### config.mk
export PLATFORM = sky130hd
export DESIGN_NAME = mpadder_ctrl
export DESIGN_NICKNAME = d
export VERILOG_FILES = /design/src/rtl/mpadder_ctrl.sv
export SDC_FILE = /design/constraint.sdc
export NUM_CORES = 1
export LEC_CHECK = 0
export BUFFER_PORTS_ARGS = -buffer_cell sky130_fd_sc_hd__buf_4
export CORE_AREA = 2 2 234 236
export CTS_BUF_LIST = sky130_fd_sc_hd__clkbuf_8
export DETAILED_ROUTE_END_ITERATION = 10
export DIE_AREA = 0 0 236 238
export PLACE_DENSITY_LB_ADDON = 0.15
export SLEW_MARGIN = 30
export SYNTH_ARGS = -nofsm -noshare
export SYNTH_HDL_FRONTEND = slang
export SYNTH_SLANG_ARGS = --single-unit
### constraint.sdc
create_clock -name clk -period 4.48 [get_ports clk]
set_input_delay 1.344 -clock clk [delete_from_list [all_inputs] [get_ports clk]]
set_output_delay 1.344 -clock clk [all_outputs]
set_load 0.02 [all_outputs]
### src/rtl/mpadder_ctrl.sv
// mpadder_ctrl: sequencer for one Montgomery product C = A*B*2^-N mod M on
// the mpadder carry-save datapath. B is consumed LSB first. Each set bit
// costs an extra ADD_A cycle. Every bit costs one SHIFT cycle, in which the
// accumulator parity (cZero) picks whether M is added. After the loop the
// sum is resolved chunk by chunk. Then M is subtracted in full sweeps until
// the adder reports completion on carry.
//
// Ports
//   clk, resetn        clock, synchronous active-low reset
//   start, in_b        command; in_b latched when start is accepted in IDLE
//   cZero, carry       accumulator parity / subtract-finished strobe
//   enableC, shift     accumulator load / load shifted right by 1
//   subtract           adder in subtract mode (SUB only)
//   showFluffyPonies   chunk select, 4'd8 when idle or done
//   a_sel              in_a mux: 00 zero, 01 A, 10 M, 11 -M
//   busy, done, error  status; done/error are one-cycle pulses
module mpadder_ctrl #(
  parameter int N_BITS     = 512,
  parameter int CHUNKS     = 5,
  parameter int MAX_PASSES = 4
) (
  input  logic              clk,
  input  logic              resetn,
  input  logic              start,
  input  logic [N_BITS-1:0] in_b,
  input  logic              cZero,
  input  logic              carry,
  output logic              enableC,
  output logic              shift,
  output logic              subtract,
  output logic [3:0]        showFluffyPonies,
  output logic [1:0]        a_sel,
  output logic              busy,
  output logic              done,
  output logic              error
);
  localparam int BW = $clog2(N_BITS);
  localparam int PW = (MAX_PASSES > 1) ? $clog2(MAX_PASSES) : 1;

  typedef enum logic [2:0] {IDLE, ADD_A, SHIFT, RESOLVE, SUB, DONE} state_t;

  state_t            state_q, state_d;
  logic [N_BITS-1:0] b_q, b_d;
  logic [BW-1:0]     bit_q, bit_d;
  logic [PW-1:0]     pass_q, pass_d;
  logic [3:0]        chunk_q, chunk_d;
  logic              err_q, err_d;

  always_ff @(posedge clk) begin
    if (!resetn) begin
      state_q <= IDLE;
      b_q     <= '0;
      bit_q   <= '0;
      pass_q  <= '0;
      chunk_q <= '0;
      err_q   <= 1'b0;
    end else begin
      state_q <= state_d;
      b_q     <= b_d;
      bit_q   <= bit_d;
      pass_q  <= pass_d;
      chunk_q <= chunk_d;
      err_q   <= err_d;
    end
  end

  always_comb begin
    state_d = state_q;
    b_d     = b_q;
    bit_d   = bit_q;
    pass_d  = pass_q;
    chunk_d = chunk_q;
    err_d   = err_q;
    unique case (state_q)
      IDLE: if (start) begin
        b_d     = in_b;
        bit_d   = '0;
        pass_d  = '0;
        chunk_d = '0;
        err_d   = 1'b0;
        state_d = in_b[0] ? ADD_A : SHIFT;
      end
      ADD_A: state_d = SHIFT;
      SHIFT: begin
        b_d = b_q >> 1;
        if (bit_q == BW'(N_BITS-1)) begin
          // Clear rather than increment so the counter never wraps.
          bit_d   = '0;
          chunk_d = '0;
          state_d = RESOLVE;
        end else begin
          bit_d   = bit_q + 1'b1;
          // b_q[1] is the bit that becomes current after this shift.
          state_d = b_q[1] ? ADD_A : SHIFT;
        end
      end
      RESOLVE: begin
        if (chunk_q == 4'(CHUNKS-1)) begin
          chunk_d = '0;
          state_d = SUB;
        end else begin
          chunk_d = chunk_q + 1'b1;
        end
      end
      SUB: begin
        // carry only means "finished" on the last chunk of a sweep.
        if (chunk_q == 4'(CHUNKS-1)) begin
          chunk_d = '0;
          if (carry) begin
            state_d = DONE;
          end else if (pass_q == PW'(MAX_PASSES-1)) begin
            err_d   = 1'b1;
            state_d = DONE;
          end else begin
            pass_d = pass_q + 1'b1;
          end
        end else begin
          chunk_d = chunk_q + 1'b1;
        end
      end
      DONE: begin
        chunk_d = '0;
        state_d = IDLE;
      end
      default: state_d = IDLE;
    endcase
  end

  // Outputs decode state only; a_sel in SHIFT follows the live cZero.
  always_comb begin
    enableC          = (state_q == ADD_A);
    shift            = (state_q == SHIFT);
    subtract         = (state_q == SUB);
    busy             = (state_q != IDLE);
    done             = (state_q == DONE);
    error            = (state_q == DONE) && err_q;
    showFluffyPonies = (state_q == IDLE || state_q == DONE) ? 4'd8 : chunk_q;
    a_sel            = 2'b00;
    unique case (state_q)
      ADD_A:   a_sel = 2'b01;
      SHIFT:   a_sel = cZero ? 2'b10 : 2'b00;
      SUB:     a_sel = 2'b11;
      default: a_sel = 2'b00;
    endcase
  end
endmodule

* Word-level counts from Yosys, hierarchy flattened
Cells that the tools add are included.
W data, S select, Z words.
** Storage, ports and cells
- Bits of input ports :: 517
- Word-level logic and storage cells :: 69
- Register bits after elaboration :: 531
- Output and inout port bits :: 12
** Cells by class
- Eq/ne operators :: 16
- Multiplexer cells :: 31
- $add $sub $neg :: 3
- Reductions and logical operators :: 13
** Operators with widths (number)
- $pmux W512 S2 :: 1
- $mux W512 :: 1
- $mux W9 :: 2
- $pmux W9 S2 :: 1
- $mux W2 :: 8
- $mux W4 :: 4
- $pmux W4 S4 :: 1
- $mux W3 :: 5
- $pmux W3 S5 :: 1
- $reduce_and A5 Y1 :: 2
- $add A9 B1 Y9 const B :: 1
- $eq A9 B9 Y1 const B :: 1
- $ne A2 B2 Y1 const B :: 4
- $eq A3 B2 Y1 const B :: 2
- $eq A3 B3 Y1 const B :: 2
- $ne A2 B1 Y1 const B :: 3
- $pmux W2 S3 :: 1
- $add A4 B1 Y4 const B :: 1
- $eq A4 B3 Y1 const B :: 1
- $mux W1 :: 4
- $pmux W2 S2 :: 1
- $reduce_and A4 Y1 :: 1
- $reduce_bool A2 Y1 :: 2
- $reduce_bool A4 Y1 :: 1
- other kinds (12) :: 12

* Depth between registers and ports, before layout
- Word-level depth :: 5
- Gate-level depth with buffers :: 9
- Gate-level depth less buffers :: 8

* Worst setup path after synthesis
No wires, ideal clock.
- Path kind :: input -> output
- Start point :: in cZero
- End point :: out a_sel[1]
- Required time :: 3136 ps
- Cell stages on the path :: 2
- Setup slack :: 1597 ps
- Arrival :: 1539 ps
- Path buffers :: 0
- Cells stage by stage :: nand2_1 nand2_1
** Between the ends
- Word-level cells in the longest chain between the ends :: 2
** RTL lines
- start: declaration :: line 26 : input logic cZero,
- $mux W2 :: line 141 : SHIFT: a_sel = cZero ? 2'b10 : 2'b00;
- $pmux W2 S3 :: line 139 : unique case (state_q)
- end: declaration :: line 32 : output logic [1:0] a_sel,
No other way between the ends.

* Worst setup path after layout
- Start point :: reg state_q[1]
- End point :: out a_sel[1]
** Between the ends
- Word-level cells in the longest chain between the ends :: 2
- Elaborated cells between the ends (all ways) :: 4
- Classes of those cells :: 3 x eq/ne; 1 x mux
** RTL lines
- start: declaration :: line 42 : state_t state_q, state_d;
- start signal: assignment :: line 58 : state_q <= state_d;
- $eq A3 B3 Y1, or another cell as far along :: line 139
- $pmux W2 S3 (*) :: line 139
Every way passes the cells marked *; elsewhere a longest branch is shown, timed or not.

==> metrics <==
final hold violations 0; row cnt between 80 and 90; RD Place Congestion a little over 0.8; Placeable Area about 53000 µm²; chip width roughly 240 µm; Yosys cell types 44; Max-Slew Margin vs Limit between 30% and 40%; fraction of registers with async set or reset after synthesis 0%; pin count of the biggest net entering global routing between 200 and 250; antenna viol nets, final 0; status finished clean; R2R Setup Slk around 1.5 ns; Num CTS Buffers 93; # fillers 5223; # IOs around 530; Gate power share 19.7%; Sw Ratio between 30% and 40%; Area contributors post-synth dfxtp_1, nand2_1, a31oi_1, o21ai_0, clkbuf_1; Buf/Inv on CP 2; Net Count, Synth roughly 3500; period utilization between 80% and 90%; count leader, synth nand2_1; VDD IR-drop max 0.000294 V; initial antenna violation count 11; initial core utilization approximately two fifths; P per Cell Area between 400 and 500 nW/µm²; hold path startpoint b_q[328]; Die Y 238 µm; H-tree depth 3; Crit. Startpoint state_q[1]; Yosys top cell area share between 40% and 50%; P_int between 8 and 9 mW; top cells by count, synth nand2_1, dfxtp_1, o21ai_0, a31oi_1, clkbuf_1; Crit-path slowest cell dfxtp_1; initial drt markers roughly 1700; CP max stage delay around 0.61 ns; sw power around 3.8 mW; top cell family by delay on the critical path simple AND/OR/NAND/NOR gates; placed cells between 3000 and 4000; clock power share 34.0%; Worst EP required around 3.1 ns; DR vias approximately 22000; setup TNS 0 ns; root buffer cell clkbuf_8; share of cells above drive strength 1 ~20%; Total GRT Usage a little under a quarter; static leakage ~12 nW; WL/cell approximately 16 µm; number of synthesized flops with an enable pin 0; first-pass GRT wire length between 100000 and 150000 µm; mean cell area of the mapped netlist 7.52 µm²; Mapped Cells around 3000; Worst-Skew Late Latency 0.68 ns; Synthesis Warnings 0; First-pass DRT Iterations 7; Synth Flop Type dfxtp_1; CTS sink count 530; Layout Nets just under 4000; Fin Clk Skew ~0.028 ns; HPWL after detailed placement about 43000 µm; Worst Max-Slew Pin Slew between 0.9 and 1 ns; clk buf depth 3; cell taking the most area after synthesis dfxtp_1; Crit. End Element output port; cts hold-fix bufs 0; Finished Layout Cells 4109; Hold Crit Class reg -> reg; Critical Path Start Type flop; setup repair bufs after CTS 0; Arrival @ worst endpoint 2.39 ns; Cell Area, Synth 22400 µm²; final setup violation count 0; post-CTS resize count 0; drt drc 0; # Max-Cap Violations 0; sequential power share approximately 46%; vias per inst roughly 5.4; post-synthesis sequential area ratio approximately 47%; Hold Slack ~0.45 ns; PortBufs approximately 530; RSZ-0062 raised after global routing no; Crit Path Class reg -> out; vias in the first global route a little over 20000; area grow syn2layout 24.9%; CTS tree done; Seq cells post-synth 530; max frequency approximately 0.27 GHz; Congestion Overflow GR 0; drt total wl 66300 µm; Worst-path clk slew 0.06 ns; CP most frequent cell nand2_1; max-slew violation count 0; worst-path maximum fanout between 80 and 90; final worst path period need about 3.7 ns; worst path cell trace or3b_4, inv_16, nand2_1, nand2_1, buf_4; worst r2r src state_q[2]; Die ar. 56200 µm²
## worst paths after layout
| path | depth (start not counted) | end |
|---|---|---|
| hold / removal | 2 | b_q[327] |
| setup / recovery | 5 | a_sel[1] |
| hold reg to reg | 2 | b_q[327] |
| setup reg to reg | 5 | b_q[236] |
## state kept, by name, summed over array words and instances, names as in the netlist
register	cells
state_q	3
b_q	511
chunk_q	4
err_q	1
bit_q	9
pass_q	2
## per-stage QoR
step	total power, mW	setup WS [ns]	area (µm²)	util, %
after floorplan	7.57	1.60	22400	-
after global placement	8.23	1.25	26100	48.9
after detailed placement	8.32	1.12	26100	48.9
after CTS	12.6	0.662	27900	52.2
after global routing	13.2	0.550	28000	52.3
final	12.5	0.741	28000	52.3
## routing by layer
| metal | routed length [µm] | vias up | GRT usage, % |
|---|---|---|---|
| li1 | - | 11094 | - |
| met5 | 33 | - | 0 |
| met4 | 1860 | 4 | 8.74 |
| met3 | 4560 | 132 | 5.60 |
| met2 | 30700 | 663 | 35.8 |
| met1 | 29100 | 10318 | 29.6 |
## power by group through the flow
stage          Sequential (mW)  Clock (mW)  Combinational [mW]
2_1_floorplan             5.76           0                1.81
3_5_place_dp              5.86           0                2.45
5_1_grt                   5.86        4.57                2.79
4_1_cts                   5.77        4.36                2.46
3_3_place_gp              5.84           0                2.39
6_report                  5.77        4.24                2.46
## worst reg2reg max path: cells and delay by family, from the launching register on
family / cells / cell delay, ns
buffers and inverters: 2 / 1.64
flip-flops: 1 / 0.55
AND/OR/NAND/NOR: 2 / 0.54
AO/OA/AOI/OAI: 1 / 0.21
## cells in the final DEF (no fill, tap or decap), types with 3 or more instances in the layout
cell           n
and3_1         3
clkinvlp_4     3
a31oi_1      513
ha_1           5
and2_1         4
clkinv_2       7
nand3b_1       3
dfxtp_1      530
nand4b_1       3
inv_1         41
buf_4        539
diode_2       10
o21ai_0      518
nand3_1        5
buf_12        14
clkbuf_8     114
nor3_1         4
a21oi_1        8
nand4_1        3
nor2_1        17
nand2_1     1032
## final cells by class
class | instances | area, µm² | share of cell area, %
multi-input combinational | 2149 | 10300 | 36.7
antenna | 10 | 25.0 | 0.0895
inverter | 9 | 50.0 | 0.179
sequential | 530 | 10600 | 37.9
clock buffer | 114 | 1570 | 5.61
timing repair buffer | 557 | 4390 | 15.7
clock inverter | 44 | 190 | 0.680
tap | 696 | 871 | 3.11
## kinds of logic (layout without fill, tap and decap cells)
logic type               Yosys count  count (layout)  share of synthesized area [%]
AND/OR/NAND/NOR                 1087            1087                           18.7
AO/OA/AOI/OAI                   1057            1057                           26.8
flip-flops                       530             530                           47.4
buffers and inverters            297             724                           6.83
adder cells (fa/ha/maj)            5               5                          0.279
other                              0              10                              0
(Power assumes the default switching activity.)
